## src/rtl/vote_pkg.sv

```systemverilog
// vote_pkg: default widths shared by the voter and its counters
package vote_pkg;
  localparam int VOTE_W_DEFAULT = 1;
  localparam int VOTE_CNT_W_DEFAULT = 8;
endpackage

```

## src/rtl/vote_sat_cnt.sv

```systemverilog
// vote_sat_cnt: saturating up-counter with synchronous clear taking priority
module vote_sat_cnt #(
  parameter int CNT_W = 8
) (
  input  logic             clk,
  input  logic             rst_n,
  input  logic             clr,
  input  logic             inc,
  output logic [CNT_W-1:0] cnt
);
  always_ff @(posedge clk or negedge rst_n) begin
    if (!rst_n) cnt <= '0;
    else if (clr) cnt <= '0;
    else if (inc && !(&cnt)) cnt <= cnt + 1'b1;
  end
endmodule

```

## src/rtl/vote.sv

```systemverilog
// vote: registered TMR bitwise 2-of-3 voter with per-copy disagreement monitoring
module vote
  import vote_pkg::*;
#(
  parameter int W     = VOTE_W_DEFAULT,
  parameter int CNT_W = VOTE_CNT_W_DEFAULT
) (
  input  logic             clk,
  input  logic             rst_n,
  input  logic             in_valid,
  input  logic [W-1:0]     A,
  input  logic [W-1:0]     B,
  input  logic [W-1:0]     C,
  input  logic             clr_cnt,
  output logic [W-1:0]     res,
  output logic             out_valid,
  output logic             all_agree,
  output logic             dis_a,
  output logic             dis_b,
  output logic             dis_c,
  output logic             multi_err,
  output logic [CNT_W-1:0] cnt_a,
  output logic [CNT_W-1:0] cnt_b,
  output logic [CNT_W-1:0] cnt_c
);
  logic [W-1:0] maj;
  logic         da, db, dc;
  always_comb begin
    maj = (A & B) | (A & C) | (B & C);
    da  = |(A ^ maj);
    db  = |(B ^ maj);
    dc  = |(C ^ maj);
  end
  always_ff @(posedge clk or negedge rst_n) begin
    if (!rst_n) begin
      res       <= '0;
      out_valid <= 1'b0;
      all_agree <= 1'b0;
      dis_a     <= 1'b0;
      dis_b     <= 1'b0;
      dis_c     <= 1'b0;
      multi_err <= 1'b0;
    end else begin
      out_valid <= in_valid;
      if (in_valid) begin
        res       <= maj;
        all_agree <= (A == B) && (B == C);
        dis_a     <= da;
        dis_b     <= db;
        dis_c     <= dc;
        // two losers means different copies were outvoted in different bits
        multi_err <= (da & db) | (da & dc) | (db & dc);
      end
    end
  end
  vote_sat_cnt #(.CNT_W(CNT_W)) u_cnt_a (.clk(clk), .rst_n(rst_n), .clr(clr_cnt), .inc(in_valid & da), .cnt(cnt_a));
  vote_sat_cnt #(.CNT_W(CNT_W)) u_cnt_b (.clk(clk), .rst_n(rst_n), .clr(clr_cnt), .inc(in_valid & db), .cnt(cnt_b));
  vote_sat_cnt #(.CNT_W(CNT_W)) u_cnt_c (.clk(clk), .rst_n(rst_n), .clr(clr_cnt), .inc(in_valid & dc), .cnt(cnt_c));
endmodule

```

## config.mk

```make
export PLATFORM = sky130hd
export DESIGN_NAME = vote
export DESIGN_NICKNAME = d
export VERILOG_FILES = /design/src/rtl/vote_pkg.sv /design/src/rtl/vote_sat_cnt.sv /design/src/rtl/vote.sv
export SDC_FILE = /design/constraint.sdc
export NUM_CORES = 1
export LEC_CHECK = 0
export ABC_AREA = 1
export BUFFER_PORTS_ARGS = -buffer_cell sky130_fd_sc_hd__buf_2
export CORE_MARGIN = 5
export CORE_UTILIZATION = 30
export CTS_CLUSTER_SIZE = 28
export DETAILED_ROUTE_END_ITERATION = 16
export GPL_TIMING_DRIVEN = 0
export RECOVER_POWER = 50
export SYNTH_ARGS = -nofsm -noshare
export SYNTH_HDL_FRONTEND = slang
export SYNTH_SLANG_ARGS = --single-unit
```

## constraint.sdc

```tcl
create_clock -name clk -period 2.8 [get_ports clk]
set_input_delay 0.14 -clock clk [delete_from_list [all_inputs] [get_ports clk]]
set_output_delay 0.14 -clock clk [all_outputs]
set_load 0.03 [all_outputs]
```

==> flow_metrics.tcl, run 1 <==
set metrics [dict create \
    p_per_area_nw_per_um2 430.9 \
    rsz0062_at_grt "no" \
    min_path_type "primary input to flop" \
    cts_max_path_buffers 2 \
    gp_congestion 0.7829 \
    relSlewSlack_pct -9.813 \
    crit_chain "dlygate4sd3_1 > clkbuf_1" \
    avgSynthCellArea_sq_um 7.063 \
    grt_usage_pct 11.80 \
    slowest_stage "clkbuf_1" \
    criticalPathCategory "primary input to asynchronous set/reset pin" \
    cp_top_family "buffers and inverters" \
    post_drt_wl_per_cell_microns 11.68 \
    finalHoldViolations 0 \
    drive_gt1_share_pct 14.91 \
    antenna_found_initial 0 \
    period_share_pct 63.03 \
    worst_slew_pin_slew_ns 1.647 \
    finClkSkew_ns 0.004616 \
    dieArea_sq_um 8210 \
    syn_area_sq_um 1949 \
    yosys_register_bits 31 \
    syn2layout_area_growth_pct 18.23 \
    violations "capacitance limit, slew limit" \
    cts.reportedPaths.clkPinSlew_ns 0.07 \
    drtIter0Drc 80 \
    drt-total-wl_microns 4660 \
    synthTopCellsByArea "dfrtp_1, nand2_1, nand3_1" \
    crit_path_max_fanout 31 \
    cp.depth 2 \
    final_common_cell "nand2_1" \
    drv_slew 32 \
    layout_common_cells "nand2_1, nand3_1, inv_1" \
    grt_pass1_wl_microns 8100 \
    cts_max_level 2 \
    nNetsFinal 333 \
    die_h_microns 90.61 \
    setup_violations 0 \
    status "finished, violations left" \
    clock-sinks 31 \
    crit_arrival_ns 1.86 \
    finalSetupTns_ns 0 \
    maxCapViolations 1 \
    portBuffers 36 \
    via_per_inst 4.644 \
    multi_input_area_sq_um 1011 \
    fill_cells 672 \
    grt_max_degree 32 \
    cts_made_buffers 5 \
    synth_cell_types 24 \
    cts_tree "done" \
    synth_top_area_share_pct 39.79 \
    period_minus_slack_ns 1.765 \
    insertedDiodeCount 0 \
    cts_post_setup_buffers_inserted 0 \
    final_cell_count_no_fill 399 \
    drcViolationCount 0 \
    cp-end-kind "asynchronous set/reset pin" \
    rows 29 \
    ant_nets 0 \
    io_pins 38 \
    dpl.cell_count 389 \
    initial_core_util_pct 30.70 \
    vias 1853 \
    clock_latency_ns 0.28 \
    grt_pass1_vias 1665 \
    syn_inst 276 \
    core_sq_um 6350 \
    crit_required_ns 2.89 \
    cellLeakagePower_nw 1.277 \
    synth-seq-area-share_pct 39.79 \
    worstHoldPathCells 2 \
    dp_hpwl_microns 3383 \
    clock-root-buffer "clkbuf_8" \
    syn_nets 288 \
    drt_pass1_iterations 4 \
    yosysTopAreaCell "dfrtp_1" \
    ff2ff_path_depth 8 \
    fmax_mhz 566.6 \
    critPathBufInv 2 \
    worst_setup_path_start_kind "primary input" \
    seq_area_sq_um 775.7 \
    slowest_delay_ns 1.19 \
    grt_overflow 0 \
    vdd.ir_drop.worst_mv 0.2171 \
    yosysWarnings 0 \
    die_x_microns 90.61 \
]
## synth_stat cells, drive strengths merged
| cell type | instances |
|---|---|
| nand2 | 88 |
| nand3 | 59 |
| inv | 33 |
| nor2 | 33 |
| dfrtp | 31 |
| o21ai | 6 |
| buf | 5 |
| ha | 5 |
| nor3 | 4 |
| xor2 | 3 |
| a21oi | 2 |
| nand4 | 2 |
| a31oi | 1 |
| clkbuf | 1 |
| clkinv | 1 |
| o31ai | 1 |
| xnor2 | 1 |
## layer usage
layer / part of all wire [%] / wire length [microns] / GRT usage [%]
met5: 0 / 0 / 0
met4: 1.5 / 70 / 3.722
met3: 6.7 / 312 / 3.667
met2: 45 / 2088 / 17.92
met1: 47 / 2188 / 15.90
## flip-flops by register name, indices dropped and copies added (netlist names)
name         cells
u_cnt_a.cnt      8
u_cnt_c.cnt      8
out_valid        1
all_agree        1
u_cnt_b.cnt      8
dis_b            1
dis_c            1
dis_a            1
multi_err        1
res              1
## timing repair
| item | CTS | global route |
|---|---|---|
| hold buffers | 2 | 0 |
| gates resized for setup | 0 | 0 |
| hold endpoints to repair | 32 | 0 |
## logic make-up (layout without fill, tap and decap cells)
kind of cell	after synthesis	count (layout)	synth area share (%)
fa+ha+maj	5	5	3.209
xor+xnor	4	4	1.798
buf+inv	40	86	8.344
simple gates	186	186	44.09
compound gates	10	10	2.760
flops	31	31	39.79
## per-stage QoR
stage          power (mW)  utilization [%]  hold WS (ns)  area, sq um  worst slack, ns
3_5_place_dp       0.6616            35.05        0.2332         2226            1.311
6_report           0.9932            36.30        0.1683         2305            1.035
4_1_cts             1.021            36.69        0.1567         2330            1.324
2_1_floorplan      0.6021                -       -0.1556         1949            1.282
3_3_place_gp       0.6589            35.05        0.2363         2226            1.361
5_1_grt             1.052            36.30        0.1717         2305           0.6260
## power breakdown
part           internal, mW  switching, mW  total, mW  leakage (nW)
sequential            0.467         0.0164      0.483         0.417
combinational        0.0408          0.122      0.163         0.813
clock                 0.170          0.177      0.347        0.0477
## final timing paths
kind | from | to | slack, ns
setup reg to reg | u_cnt_c.cnt[0]$_DFFE_PN0P_ | u_cnt_c.cnt[6]$_DFFE_PN0P_ | 1.33
min in group asynchronous | rst_n | res$_DFFE_PN0P_ | 0.81
setup / recovery | rst_n | u_cnt_b.cnt[0]$_DFFE_PN0P_ | 1.04
max in group clk | in_valid | u_cnt_b.cnt[5]$_DFFE_PN0P_ | 1.14
hold / removal | clr_cnt | u_cnt_c.cnt[1]$_DFFE_PN0P_ | 0.17
hold reg to reg | dis_b$_DFFE_PN0P_ | dis_b$_DFFE_PN0P_ | 0.48
## area by class of cell
type / instances / area share [%]
timing repair buffer: 38 / 7.926
clock buffer: 5 / 2.986
tap: 77 / 4.180
sequential: 31 / 33.66
multi-input combinational: 205 / 43.87
buffer: 6 / 1.194
clock inverter: 3 / 0.6515
inverter: 34 / 5.537
(Power assumes the default switching activity.)
==> inputs of run 2 (changes only) <==
clock period = 1.9 ns   (was 2.8 ns; I/O delays follow)
==> flow_metrics.tcl, run 2 (synthesis gave the netlist of run 1 again) <==
set metrics [dict create \
    status "completed" \
    min_path_type "primary input to flop" \
    ff2ff_setup_slack_ns 0.44 \
    hold_buffers 2 \
    criticalPathCategory "flop to flop" \
    vias 1860 \
    grt_pass1_wl_microns 8100 \
    vdd.ir_drop.worst_mv 0.3216 \
    crit_required_ns 2.08 \
    dieArea_sq_um 8210 \
    slowest_stage "dfrtp_1" \
    ant_nets 0 \
    clock-root-buffer "clkbuf_8" \
    cts_tree "done" \
    setup_violations 0 \
    insertedDiodeCount 0 \
    fmax_mhz 683.7 \
    drcViolationCount 0 \
    maxCapViolations 0 \
    finalSetupTns_ns 0 \
    io_pins 38 \
    rows 29 \
    drt_pass1_iterations 4 \
    via_per_inst 4.662 \
    cts.reportedPaths.clkPinSlew_ns 0.07 \
    cts_max_level 2 \
    drt-total-wl_microns 4668 \
    clock_latency_ns 0.28 \
    reg2reg_to "u_cnt_c.cnt[6]$_DFFE_PN0P_" \
    reg2reg_from "u_cnt_c.cnt[0]$_DFFE_PN0P_" \
    layout_common_cells "nand2_1, nand3_1, inv_1" \
    die_x_microns 90.61 \
    drtIter0Drc 80 \
    reg.largest.list "u_cnt_a.cnt x8, u_cnt_b.cnt x8, u_cnt_c.cnt x8" \
    grt_usage_pct 11.80 \
    crit_path_max_fanout 9 \
    portBuffers 36 \
    slowest_delay_ns 0.42 \
    die_h_microns 90.61 \
    finClkSkew_ns 0.004579 \
    crit_arrival_ns 1.64 \
    antenna_found_initial 0 \
    clock-sinks 31 \
    cp-end-kind "flop" \
    grt_pass1_vias 1665 \
    grt_max_degree 32 \
    finalPower_mw 1.466 \
    drv_slew 0 \
    cts.repair.resized 0 \
    syn2layout_area_growth_pct 18.68 \
    post_drt_wl_per_cell_microns 11.70 \
    core_sq_um 6350 \
    ff2ff_path_depth 8 \
    critPathBufInv 0 \
    period_minus_slack_ns 1.463 \
    cp_top_family "simple AND/OR/NAND/NOR gates" \
    worst_setup_path_start_kind "flop" \
    worst_slew_pin_slew_ns 0.7640 \
    cts_made_buffers 5 \
    grt_overflow 0 \
    p_per_area_nw_per_um2 633.5 \
    initial_core_util_pct 30.70 \
    relSlewSlack_pct 49.07 \
    finalHoldViolations 0 \
    cts_post_setup_buffers_inserted 0 \
    gp_congestion 0.7829 \
    cp-endpoint "u_cnt_c.cnt[6]$_DFFE_PN0P_" \
    crit_top_cell "nand2_1" \
    rsz0062_at_grt "no" \
    crit_chain "ha_1 > nand2_1 > nor2_1 > nand2_1 > nand3_4 > nand2_4 > nand2_1 > nand2_1" \
    cellLeakagePower_nw 1.285 \
    cp.depth 8 \
    final_common_cell "nand2_1" \
    drive_gt1_share_pct 15.53 \
    period_share_pct 76.98 \
    nNetsFinal 333 \
    startpoint "u_cnt_c.cnt[0]$_DFFE_PN0P_" \
    dp_hpwl_microns 3383 \
    cts_max_path_buffers 2 \
]
[run 2: cell count changes in the layout (fill, tap and decap cells not counted), sizes merged]
cell	delta
clkbuf	-1
buf	+1
[run 2: power by group]
group | internal [mW] | leakage (nW) | switching [mW]
registers | 0.688 | 0.417 | 0.0242
clock network | 0.250 | 0.0477 | 0.261
logic | 0.0622 | 0.821 | 0.180
[run 2: worst min-delay path by stage]
stage / startpoint / to / slack [ns] / cells past startpoint
floorplan: rst_n / all_agree$_DFFE_PN0P_ / -0.20 / 0
global placement: rst_n / all_agree$_DFFE_PN0P_ / 0.19 / 1
detailed placement: rst_n / all_agree$_DFFE_PN0P_ / 0.19 / 1
CTS: clr_cnt / u_cnt_c.cnt[1]$_DFFE_PN0P_ / 0.11 / 2
global route: clr_cnt / u_cnt_c.cnt[1]$_DFFE_PN0P_ / 0.13 / 2
finish: clr_cnt / u_cnt_c.cnt[1]$_DFFE_PN0P_ / 0.12 / 2
[run 2: routing by layer]
metal  routed length (microns)  GRT usage, %  vias up
li1                          -             -      976
met1                      2226         15.90      828
met2                      2084         17.92       48
met3                       286         3.667        8
met4                        70         3.722        0
met5                         0             0        -
[run 2: area by class of cell]
cell class / count / area [sq um]
flip-flops and latches: 31 / 775.7
clock inverters: 3 / 15.01
well taps: 77 / 96.34
repair buffers: 38 / 183.9
clock buffers: 5 / 68.82
multi-input cells: 205 / 1011
fillers: 670 / 4036
plain buffers: 6 / 35.03
inverters: 34 / 127.6
[run 2: through the flow]
| step | setup WS (ns) | area [sq um] | instances | utilization, % | hold WS [ns] |
|---|---|---|---|---|---|
| finish | 0.4373 | 2313 | 399 | 36.43 | 0.1232 |
| global route | 0.2171 | 2313 | 399 | 36.43 | 0.1267 |
| CTS | 0.4239 | 2330 | 399 | 36.69 | 0.1117 |
| detailed placement | 0.4369 | 2226 | 389 | 35.05 | 0.1882 |
| global placement | 0.4614 | 2226 | 389 | 35.05 | 0.1913 |
| floorplan | 0.3824 | 1949 | 276 | - | -0.2006 |
==> inputs of run 3 (changes only) <==
clock period = 1.2 ns   (was 1.9 ns; I/O delays follow)
==> flow_metrics.tcl, run 3 (synthesis gave the netlist of run 1 again) <==
set metrics [dict create \
    drt-total-wl_microns 4997 \
    final_common_cell "nand2_1" \
    wl_met3_microns 242 \
    placed_cell_area_sq_um 2335 \
    crit_path_max_fanout 8 \
    post-route-worst-setup-slack_ns -0.1024 \
    status "finished, violations left" \
    drtIter0Drc 46 \
    p_per_area_nw_per_um2 912.6 \
    syn2layout_area_growth_pct 36.97 \
    gp_congestion 0.7659 \
    final_cell_count_no_fill 411 \
    met2_wirelength_microns 2447 \
    grt_max_degree 32 \
    fmax_mhz 767.8 \
    final_area_sq_um 2670 \
    ant_nets 0 \
    finalPower_mw 2.437 \
    maxCapViolations 0 \
    clkPwrFrac_pct 33.7 \
    drcViolationCount 0 \
    reg.largest.list "u_cnt_a.cnt x8, u_cnt_b.cnt x8, u_cnt_c.cnt x8" \
    dpl.cell_count 389 \
    combPwrFrac_pct 20.1 \
    antenna_found_initial 0 \
    cts.reportedPaths.clkPinSlew_ns 0.07 \
    criticalPathCategory "flop to flop" \
    ff2ff_setup_slack_ns -0.10 \
    cts_max_path_buffers 2 \
    pwr-share-seq_pct 46.2 \
    die_h_microns 90.61 \
    vdd.ir_drop.worst_mv 0.4122 \
    cts_max_level 2 \
    period_minus_slack_ns 1.302 \
    violations "setup timing" \
    initial_core_util_pct 30.70 \
    fill_cells 655 \
    drt-met1-wl_microns 2268 \
    swShare_pct 32.41 \
    portBuffers 36 \
    grt_pass1_wl_microns 8921 \
    relSlewSlack_pct 44.11 \
    cellLeakagePower_nw 1.378 \
    dieArea_sq_um 8210 \
    drt_pass1_iterations 4 \
    setup_violations 24 \
    via_per_inst 4.698 \
    finalHoldViolations 0 \
    cts_tree "done" \
    cp-end-kind "flop" \
    ff2ff_path_depth 9 \
    dp_hpwl_microns 3454 \
    cts_made_buffers 5 \
    clock-root-buffer "clkbuf_8" \
    die_x_microns 90.61 \
    post_drt_wl_per_cell_microns 12.16 \
    min_from "clr_cnt" \
    crit_required_ns 1.38 \
    p_switching_mw 0.7898 \
    insertedDiodeCount 0 \
    clock-sinks 31 \
    startpoint "u_cnt_a.cnt[1]$_DFFE_PN0P_" \
    drv_slew 0 \
    crit_arrival_ns 1.48 \
    vias 1931 \
    final_core_util_pct 42.05 \
    grt_overflow 0 \
    finClkSkew_ns 0.002333 \
    io_pins 38 \
    core_sq_um 6350 \
    rows 29 \
    min_path_type "primary input to flop" \
    rsz0062_at_grt "yes" \
    worst_setup_path_start_kind "flop" \
    nNetsFinal 345 \
    grt_pass1_vias 1880 \
    place_ws_ns -0.2084 \
    drive_gt1_share_pct 32.63 \
    grt_usage_pct 13.09 \
    worst_slew_pin_slew_ns 0.8383 \
    reg2reg_to "u_cnt_a.cnt[6]$_DFFE_PN0P_" \
    cp-endpoint "u_cnt_a.cnt[6]$_DFFE_PN0P_" \
    routed.top_layer "met4" \
    period_share_pct 108.5 \
    intPower_mw 1.647 \
    layout_common_cells "nand2_1, nand3_1, inv_1" \
    reg2reg_from "u_cnt_a.cnt[1]$_DFFE_PN0P_" \
    clock_latency_ns 0.29 \
]
[run 3: cell count changes in the layout (fill, tap and decap cells not counted), sizes merged]
cell and change:
buf +6, clkbuf +6
[run 3: worst max-delay path, cell delays in order (launching register included)]
cell and delay [ns]:
dfrtp_2 0.39, ha_4 0.15, nand2_4 0.06, nor2_4 0.13, nand3_4 0.10, inv_2 0.08, nor2_4 0.04, buf_12 0.13
nand3_1 0.06, nand2_1 0.05
[run 3: timing repair]
action / CTS / global route
pin swaps: 7 / 6
hold buffers: 2 / 0
endpoints found under the hold margin: 32 / 0
gates cloned: 0 / 0
setup buffers: 10 / 3
setup endpoints to repair: 24 / 24
resized for setup: 11 / 21
[run 3: area by class of cell]
type	count	area [sq um]	area share [%]
Buffer	6	35.03	1.312
Clock buffer	5	68.82	2.577
Clock inverter	3	15.01	0.5623
Inverter	34	130.1	4.873
Multi-Input combinational cell	205	1229	46.02
Sequential cell	31	790.8	29.62
Tap cell	77	96.34	3.608
Timing Repair Buffer	50	305.3	11.43
[run 3: metal layers]
| layer | track usage, % | vias up |
|---|---|---|
| met5 | 0 | - |
| met4 | 3.722 | 0 |
| met3 | 3.583 | 5 |
| met2 | 21.97 | 37 |
| met1 | 16.34 | 894 |
| li1 | - | 995 |
[run 3: how the worst min path moves through the flow]
| stage | end | depth (start not counted) |
|---|---|---|
| after floorplan | all_agree$_DFFE_PN0P_ | 0 |
| after global placement | u_cnt_c.cnt[3]$_DFFE_PN0P_ | 1 |
| after detailed placement | u_cnt_c.cnt[3]$_DFFE_PN0P_ | 1 |
| after CTS | u_cnt_c.cnt[1]$_DFFE_PN0P_ | 2 |
| after global routing | u_cnt_c.cnt[1]$_DFFE_PN0P_ | 2 |
| final | u_cnt_c.cnt[1]$_DFFE_PN0P_ | 2 |
[run 3: stage by stage]
stage	TNS [ns]	hold slack, ns
global route	-4.133	0.1288
global placement	-3.807	0.1718
finish	-1.712	0.1023
detailed placement	-3.973	0.1797
CTS	-2.121	0.09559
floorplan	-2.113	-0.2356
[run 3: power groups by stage]
stage          Combinational [mW]  Sequential (mW)  Clock [mW]
2_1_floorplan               0.187             1.24           0
3_3_place_gp                0.411             1.16           0
3_5_place_dp                0.414             1.16           0
4_1_cts                     0.480             1.13       0.865
5_1_grt                     0.545             1.13       0.889
6_report                    0.490             1.13       0.821
